## src/rtl/led_pkg.sv

```systemverilog
// Shared definitions for the LED status driver: channel mode encodings,
// default timing constants and a counter-width helper.
package led_pkg;

  typedef logic [1:0] led_mode_t;

  localparam led_mode_t LED_MODE_DIRECT  = 2'b00;
  localparam led_mode_t LED_MODE_STRETCH = 2'b01;
  localparam led_mode_t LED_MODE_BLINK   = 2'b10;
  localparam led_mode_t LED_MODE_STICKY  = 2'b11;

  localparam int LED_STRETCH_CYC_DEF = 5_000_000;
  localparam int LED_BLINK_HALF_DEF  = 12_500_000;

  // Width able to hold 0..n-1, never narrower than one bit.
  function automatic int led_cw(input int n);
    return (n > 1) ? $clog2(n) : 1;
  endfunction

endpackage

```

## src/rtl/led_ch_ctrl.sv

```systemverilog
// One LED channel: edge detect, stretch counter, sticky latch, mode
// register and the per-channel mode mux producing o_y.
module led_ch_ctrl
  import led_pkg::*;
#(
  parameter int STRETCH_CYC = LED_STRETCH_CYC_DEF
) (
  input  logic      fpga_clk,
  input  logic      sys_init_ctrl_n,
  input  logic      i_s,
  input  led_mode_t i_mode,
  input  logic      i_phase,
  input  logic      i_sticky_clr,
  output logic      o_y
);

  localparam int CW = led_cw(STRETCH_CYC);
  localparam logic [CW-1:0] LOAD = CW'(STRETCH_CYC - 1);

  logic          r_prev;
  logic [CW-1:0] r_cnt;
  logic          r_st;
  led_mode_t     r_mode;

  logic w_chg;
  logic w_rise;
  logic w_cnt_on;
  logic w_st_on;

  assign w_chg    = (i_mode != r_mode);
  assign w_rise   = i_s & ~r_prev;
  // A mode switch wipes history in the same cycle it is seen.
  assign w_cnt_on = (r_cnt != '0) & ~w_chg;
  assign w_st_on  = r_st & ~w_chg;

  always_ff @(posedge fpga_clk or negedge sys_init_ctrl_n) begin
    if (!sys_init_ctrl_n) begin
      r_prev <= 1'b0;
      r_cnt  <= '0;
      r_st   <= 1'b0;
      r_mode <= LED_MODE_DIRECT;
    end else begin
      r_prev <= i_s;
      r_mode <= i_mode;
      if (w_chg)
        r_cnt <= '0;
      else if (w_rise)
        r_cnt <= LOAD;
      else if (r_cnt != '0)
        r_cnt <= r_cnt - CW'(1);
      if (w_chg)
        r_st <= 1'b0;
      else if (i_s)
        r_st <= 1'b1;
      else if (i_sticky_clr)
        r_st <= 1'b0;
    end
  end

  always_comb begin
    o_y = 1'b0;
    unique case (1'b1)
      (i_mode == LED_MODE_DIRECT):  o_y = i_s;
      (i_mode == LED_MODE_STRETCH): o_y = i_s | w_cnt_on;
      (i_mode == LED_MODE_BLINK):   o_y = i_s & i_phase;
      (i_mode == LED_MODE_STICKY):  o_y = w_st_on;
    endcase
  end

endmodule

```

## src/rtl/led_status_driver.sv

```systemverilog
// N-channel LED driver: input stage, shared blink prescaler, output stage.
// Define LED_SYNC_EN to turn the input stage into a 2-flop synchronizer.
module led_status_driver
  import led_pkg::*;
#(
  parameter int N_CH        = 13,
  parameter int STRETCH_CYC = LED_STRETCH_CYC_DEF,
  parameter int BLINK_HALF  = LED_BLINK_HALF_DEF
) (
  input  logic              fpga_clk,
  input  logic              sys_init_ctrl_n,
  input  logic [N_CH-1:0]   status_in,
  input  logic [2*N_CH-1:0] mode_cfg,
  input  logic              sticky_clr,
  input  logic              led_en,
  input  logic              lamp_test,
  output logic [N_CH-1:0]   led_out
);

  localparam int PW = led_cw(BLINK_HALF);
  localparam logic [PW-1:0] PRE_MAX = PW'(BLINK_HALF - 1);

  logic [N_CH-1:0] r_s_q;
  logic [PW-1:0]   r_pre;
  logic            r_phase;
  logic [N_CH-1:0] r_led;
  logic [N_CH-1:0] w_y;

`ifdef LED_SYNC_EN
  logic [N_CH-1:0] r_meta;

  always_ff @(posedge fpga_clk or negedge sys_init_ctrl_n) begin
    if (!sys_init_ctrl_n) begin
      r_meta <= '0;
      r_s_q  <= '0;
    end else begin
      r_meta <= status_in;
      r_s_q  <= r_meta;
    end
  end
`else
  always_ff @(posedge fpga_clk or negedge sys_init_ctrl_n) begin
    if (!sys_init_ctrl_n)
      r_s_q <= '0;
    else
      r_s_q <= status_in;
  end
`endif

  // Free-running, independent of any channel mode.
  always_ff @(posedge fpga_clk or negedge sys_init_ctrl_n) begin
    if (!sys_init_ctrl_n) begin
      r_pre   <= '0;
      r_phase <= 1'b0;
    end else if (r_pre == PRE_MAX) begin
      r_pre   <= '0;
      r_phase <= ~r_phase;
    end else begin
      r_pre <= r_pre + PW'(1);
    end
  end

  for (genvar i = 0; i < N_CH; i++) begin : g_ch
    led_ch_ctrl #(
      .STRETCH_CYC(STRETCH_CYC)
    ) u_ch (
      .fpga_clk        (fpga_clk),
      .sys_init_ctrl_n (sys_init_ctrl_n),
      .i_s             (r_s_q[i]),
      .i_mode          (mode_cfg[2*i +: 2]),
      .i_phase         (r_phase),
      .i_sticky_clr    (sticky_clr),
      .o_y             (w_y[i])
    );
  end

  always_ff @(posedge fpga_clk or negedge sys_init_ctrl_n) begin
    if (!sys_init_ctrl_n)
      r_led <= '0;
    else if (lamp_test)
      r_led <= '1;
    else if (led_en)
      r_led <= w_y;
    else
      r_led <= '0;
  end

  assign led_out = r_led;

endmodule

```

## config.mk

```make
export PLATFORM = sky130hd
export DESIGN_NAME = led_status_driver
export DESIGN_NICKNAME = d
export VERILOG_FILES = /design/src/rtl/led_pkg.sv /design/src/rtl/led_ch_ctrl.sv /design/src/rtl/led_status_driver.sv
export SDC_FILE = /design/constraint.sdc
export NUM_CORES = 1
export LEC_CHECK = 0
export BUFFER_PORTS_ARGS = -buffer_cell sky130_fd_sc_hd__buf_2
export CAP_MARGIN = 10
export CORE_ASPECT_RATIO = 1.25
export CORE_MARGIN = 1
export CORE_UTILIZATION = 60
export CTS_CLUSTER_DIAMETER = 100
export DETAILED_ROUTE_END_ITERATION = 7
export PLACE_DENSITY = 0.74
export SLEW_MARGIN = 10
export SYNTH_ARGS = -nofsm -noshare
export SYNTH_HDL_FRONTEND = slang
export SYNTH_SLANG_ARGS = --single-unit
```

## constraint.sdc

```tcl
create_clock -name fpga_clk -period 2.8 [get_ports fpga_clk]
set_input_delay 0.28 -clock fpga_clk [delete_from_list [all_inputs] [get_ports fpga_clk]]
set_output_delay 0.28 -clock fpga_clk [all_outputs]
set_load 0.005 [all_outputs]
```

==> run metrics, run 1 <==
status completed; Reg clk slew, reported paths 0.06 ns; Die Y 201.6 um; CTS Root Cell clkbuf_16; RSZ-0062 raised after global routing false; Critical Path End Type register; Design Power 22.19 mW; # port buffers 56; io pins 57; CTS tree done; Max Fclk 385.5 MHz; share of layout cells above drive strength 1 0.1001; number of flops mapped to enable cells by yosys 0; number of CTS-inserted buffers 41; Net Count, Synth 1,987; register share of total power 0.348; largest net degree at the start of global routing 77; Placed Cells 2,381; total grt overflow 0; maxcap violations 0; CP delay by family, top simple AND/OR/NAND/NOR gates; syn_area_per_cell 9.918 sq um; Final period util 0.9264; async set or reset register ratio after synthesis 1.000; Layout Nets 2,115; via/cell ratio 5.855; Std-Cell Rows 72; first-pass GRT wire length 69,350 um; clock skew 0.01084 ns; Starting Density 0.6138; final hold slack 0.2971 ns; Worst Max-Slew Pin Slew 0.9812 ns; Final Hold Fails 0; Synth warnings 0; pre-CTS WS 0.2905 ns; Crit path required time 3.21 ns; Buffers & Inverters on Critical Path 2; Detailed Route WL 40,180 um; Design Area, Final 21,910 sq um; Setup TNS 0 ns; Core ar. 31,170 sq um; crit path max fanout 11; cells after synthesis 1,929; hold crit path type primary input to async pin; P_int 14.00 mW; relative slew slack 0.3451; setup violators final 0; VDD IR-drop max 0.6972 mV; power share of the clock group 0.251; Skew-Pair Late Insertion Delay 0.54 ns; Layout fillers 2,419; power density over the cells 1013 nW/um^2; Ant. Diodes 0; CTS Sinks 402; CTS Buffer Depth 3; area delta synth->final 14.53%; Net Switching 8.184 mW; H-tree depth 2; Critical Path Slowest Stage Cell nor4_1; prevailing post-synth register cell dfrtp_1; Total GRT Usage 0.2570; Pins Over Slew Limit 0; Non-Filler Instances 2,494; Die Area 32,610 sq um; number of remaining DRC errors 0; Setup CP Type register to register; sw frac 0.3689; vias in the first global route 14,970; setup ws final 0.2062 ns; Area after DPL 20,140 sq um; initial DRC count 775; drt pass-1 iters 5; crit path launch type register; Die X-Extent 161.7 um; critical-path cell list inv_1, ha_1, or3b_1, nor4_1, nand3_1, buf_4, nand3_1, nor2_1; Yosys reg bits 402; WP data arrival 3.00 ns; crit path time final 2.594 ns; HPWL after detailed placement 26,670 um; routed length per instance 16.11 um; number of vias in the routed layout 14,600; crit-path max cell delay 0.53 ns; Comb pwr share 0.401; initial antenna violation count 0; most frequent CP cell nand3_1; library cells used by synthesis 61; gpl congestion 0.8606; post-layout util 0.7030; Final ANT Viol Nets 0; post-synthesis cell area 19,130 sq um; LEAKAGE 9.862 nW; register area share after synthesis 0.5258
## cells in the mapped netlist, types with 11 or more instances
| master | count | area share |
|---|---|---|
| o22ai_1 | 19 | 0.0062 |
| or4_1 | 60 | 0.024 |
| nor4_1 | 62 | 0.020 |
| nand3_1 | 49 | 0.013 |
| o41ai_1 | 12 | 0.0055 |
| or3_1 | 32 | 0.010 |
| clkbuf_1 | 52 | 0.010 |
| nor3_1 | 80 | 0.021 |
| nand4_1 | 27 | 0.0088 |
| nor2b_1 | 11 | 0.0036 |
| xnor2_1 | 146 | 0.067 |
| xor2_1 | 107 | 0.049 |
| o21ai_0 | 53 | 0.014 |
| nor2_1 | 260 | 0.051 |
| inv_1 | 38 | 0.0075 |
| nand2b_1 | 20 | 0.0065 |
| a21oi_1 | 147 | 0.038 |
| ha_1 | 14 | 0.0092 |
| nand2_1 | 148 | 0.029 |
| dfrtp_1 | 402 | 0.53 |
| o211ai_1 | 16 | 0.0063 |
| o31ai_1 | 23 | 0.0090 |
## repair_timing
item                                   4_1_cts  5_1_grt
setup buffers                                0        0
endpoints found under the hold margin      107        0
hold buffers                                40        0
gates resized for setup                      0        0
## flip-flops by register name, summed over array words and instances, names as in the netlist
name,count
g_ch.u_ch.r_cnt,299
g_ch.u_ch.r_mode,26
g_ch.u_ch.r_prev,13
g_ch.u_ch.r_st,13
led_out,13
r_phase,1
r_pre,24
r_s_q,13
## worst reg2reg max path, cell delays in order (launching register included)
cell and delay (ns):
dfrtp_1 0.41, inv_1 0.08, ha_1 0.18, or3b_1 0.45
nor4_1 0.53, nand3_1 0.19, buf_4 0.23, nand3_1 0.28
nor2_1 0.11
## routing by layer
| metal | wire length [um] | track usage | vias to the layer above |
|---|---|---|---|
| li1 | - | - | 7100 |
| met1 | 17710 | 0.3296 | 7154 |
| met2 | 19900 | 0.4429 | 270 |
| met3 | 1449 | 0.03649 | 79 |
| met4 | 1119 | 0.09299 | 0 |
| met5 | 0 | 0 | - |
## power by group through the flow
stage | Combinational [mW] | Clock [mW] | Sequential, mW
after global routing | 10.0 | 5.91 | 7.86
after CTS | 8.90 | 5.68 | 7.71
after floorplan | 6.89 | 0 | 7.58
final | 8.90 | 5.56 | 7.72
after global placement | 8.54 | 0 | 7.74
after detailed placement | 8.74 | 0 | 7.79
## layout make-up
cell class	count	area, sq um	share of cell area
tap	407	509.2	0.02324
clock buffer	58	1180	0.05385
sequential	402	10060	0.4591
multi-input combinational	1427	8683	0.3963
clock inverter	15	188.9	0.008622
inverter	38	142.6	0.006509
timing repair buffer	147	1149	0.05242
## path summary, 6_finish.rpt
kind / startpoint / cells past startpoint / endpoint / slack (ns)
worst max-delay path: g_ch[1].u_ch.r_cnt[0] / 8 / g_ch[1].u_ch.r_cnt[20] / 0.21
worst min-delay path: sys_init_ctrl_n / 2 / g_ch[5].u_ch.r_cnt[16] / 0.30
worst max register to register: g_ch[1].u_ch.r_cnt[0] / 8 / g_ch[1].u_ch.r_cnt[20] / 0.21
worst min register to register: r_s_q[10] / 0 / g_ch[10].u_ch.r_prev / 0.47
max in group asynchronous: sys_init_ctrl_n / 3 / g_ch[6].u_ch.r_cnt[5] / 1.63
min in group fpga_clk: led_en / 3 / led_out[11] / 0.36
## cells in the final DEF, fill, tap and decap left out, types with 49 or more instances in the layout
master / Yosys / layout
a21oi_1: 147 / 147
nand3_1: 49 / 49
nor4_1: 62 / 62
or4_1: 60 / 60
nor3_1: 80 / 80
o21ai_0: 53 / 53
nand2_1: 148 / 148
xnor2_1: 146 / 146
nor2_1: 260 / 260
xor2_1: 107 / 107
dfrtp_1: 402 / 402
buf_2: 5 / 55
## cells by family after synthesis
logic type / after synthesis / synth area share
and+or+nand+nor: 817 / 0.2161
DFF: 402 / 0.5258
AOI/OAI and AO/OA: 330 / 0.1058
xor gates and xnor gates: 253 / 0.1158
buffers and inverters: 100 / 0.02034
adders and majority gates: 14 / 0.009156
muxes: 13 / 0.007063
Note: power is estimated with default switching activity, not from simulation.
==> run 2: changes to the inputs <==
--- a/config.mk
+++ b/config.mk
@@ -12,7 +12,7 @@
 export CORE_UTILIZATION = 60
 export CTS_CLUSTER_DIAMETER = 100
 export DETAILED_ROUTE_END_ITERATION = 7
-export PLACE_DENSITY = 0.74
+export PLACE_DENSITY = 0.88
 export SLEW_MARGIN = 10
 export SYNTH_ARGS = -nofsm -noshare
 export SYNTH_HDL_FRONTEND = slang
==> run metrics, run 2 (synthesized netlist as in run 1, its figures left out) <==
Final ANT Viol Nets 0 (unchanged); Std-Cell Rows 72 (unchanged); routed length per instance 17.53 um (+8.8%); relative slew slack 0.3355 (-0.009666); CTS tree done; setup violators final 0 (unchanged); largest net degree at the start of global routing 79 (+2.6%); critical path startpoint g_ch[1].u_ch.r_cnt[0]; crit path time final 2.534 ns (-0.05988 ns); crit path max fanout 5 (-6); Worst R2R Path Depth 7 (-1); most frequent CP cell nor3_1; Critical Path Slowest Stage Cell or4_1; number of vias in the routed layout 15,340 (+5.1%); largest register by flop count g_ch.u_ch.r_cnt; drt pass-1 iters 6 (+1); # port buffers 56 (unchanged); VDD IR-drop max 0.7734 mV (+11%); Pins Over Slew Limit 0 (unchanged); reg2reg start g_ch[1].u_ch.r_cnt[0]; CTS Buffer Depth 3 (unchanged); first-pass GRT wire length 73,940 um (+6.6%); Starting Density 0.6138 (unchanged); sw frac 0.3793 (+0.01045); hold buffers post-CTS 40 (unchanged); Layout fillers 2,149 (-11%); Comb pwr share 0.407 (+0.006); HPWL after detailed placement 27,430 um (+2.8%); Net Switching 8.489 mW (+3.7%); Layout Nets 2,108 (-0.33%); gpl congestion 0.8556 (-0.58%); number of remaining DRC errors 0 (unchanged); Max Fclk 394.6 MHz (+2.4%); most frequent cells in the layout dfrtp_1, nor2_1, nand2_1, a21oi_1, xnor2_1; number of CTS-inserted buffers 41 (unchanged); via/cell ratio 6.174 (+5.4%); critical-path cell list inv_1, ha_1, or3b_1, or4_1, nor3_1, mux2i_1, nor3_1; Detailed Route WL 43,570 um (+8.4%); Crit path required time 3.19 ns (-0.02 ns); CTS Root Cell clkbuf_16; Largest register FFs 299 (unchanged); power share of the clock group 0.245 (-0.006); area delta synth->final 13.98%; initial DRC count 1,372 (+77%); H-tree depth 2 (unchanged); CTS Sinks 402 (unchanged); Placed Cells 2,374 (-0.29%); Setup CP Type register to register; Final period util 0.9050 (-0.02139); Reg clk slew, reported paths 0.06 ns (about the same); biggest registers after layout g_ch.u_ch.r_cnt (299), g_ch.u_ch.r_mode (26), r_pre (24); share of layout cells above drive strength 1 0.09673 (-0.003416); Non-Filler Instances 2,485 (-0.36%); Worst Max-Slew Pin Slew 0.9957 ns (+0.01448 ns); WP data arrival 2.92 ns (-0.08 ns); P_int 13.89 mW (-0.81%); Die Y 201.6 um (unchanged); io pins 57 (unchanged); LEAKAGE 9.812 nW (-0.51%); Die Area 32,610 sq um (unchanged); register share of total power 0.348 (about the same); initial antenna violation count 0 (unchanged); Die X-Extent 161.7 um (unchanged); status completed; power density over the cells 1026 nW/um^2 (+1.3%); hold crit path type primary input to async pin; Post-CTS Setup Repair Bufs 0 (unchanged); Ant. Diodes 0 (unchanged); total grt overflow 0 (unchanged); Critical Path End Type register; crit path launch type register; clock skew 0.02090 ns (+0.01007 ns); Setup TNS 0 ns (unchanged); Post-CTS Resized 0 (unchanged); Core ar. 31,170 sq um (unchanged); Skew-Pair Late Insertion Delay 0.55 ns (about the same); vias in the first global route 15,620 (+4.4%); crit-path max cell delay 0.60 ns (+0.07 ns); most common cell after layout, fill and taps aside dfrtp_1; RSZ-0062 raised after global routing false; maxcap violations 0 (unchanged); Total GRT Usage 0.2751 (+0.01811); Final Hold Fails 0 (unchanged)
## run 2: path summary, 6_finish.rpt
check / end / slack [ns]
max in group asynchronous: g_ch[8].u_ch.r_cnt[6] / 1.70
min in group fpga_clk: led_out[12] / 0.38
worst max register to register: g_ch[1].u_ch.r_cnt[16] / 0.27
worst max-delay path: g_ch[1].u_ch.r_cnt[16] / 0.27
worst min-delay path: g_ch[2].u_ch.r_cnt[15] / 0.28
worst min register to register: g_ch[9].u_ch.r_prev / 0.46
## run 2: worst max-delay path, delay by kind of cell (launching register included)
kind | cells | cell delay (ns)
buf+inv | 1 | 0.08
simple gates | 4 | 1.43
fa+ha+maj | 1 | 0.17
mux | 1 | 0.28
flops | 1 | 0.42
## run 2: power groups by stage
stage                     clock, mW  combinational [mW]  sequential [mW]
after floorplan                   0                6.89             7.58
after global placement            0                8.39             7.73
after detailed placement          0                8.75             7.82
after CTS                      5.57                9.01             7.75
after global routing           5.79                10.1             7.91
final                          5.48                9.11             7.78
## run 2: metrics by stage
stage	hold WS, ns	setup slack [ns]	area [sq um]	power, mW	utilization
4_1_cts	0.2844	0.2686	21810	22.34	0.6996
6_report	0.2779	0.2661	21810	22.38	0.6996
5_1_grt	0.3013	0.09138	21810	23.77	0.6996
2_1_floorplan	-0.01559	0.3135	19130	14.46	-
3_5_place_dp	0.2563	0.3251	20070	16.57	0.6437
3_3_place_gp	0.2541	0.4002	20070	16.12	0.6437
## run 2: final cells by class
class / count / area [sq um] / share of cell area
sequential: 402 / 10060 / 0.4613
multi-input combinational: 1427 / 8683 / 0.3982
clock buffer: 56 / 1185 / 0.05433
timing repair buffer: 140 / 1071 / 0.04911
tap: 407 / 509.2 / 0.02335
clock inverter: 15 / 156.4 / 0.007172
inverter: 38 / 142.6 / 0.006541
## run 2: per-layer routing
metal  global-route usage  vias to the layer above  share of wire
li1                     -                     7099              -
met1               0.3383                     7657           0.40
met2               0.4886                      469           0.52
met3              0.04102                      117          0.053
met4               0.1001                        0          0.029
met5                    0                        -              0
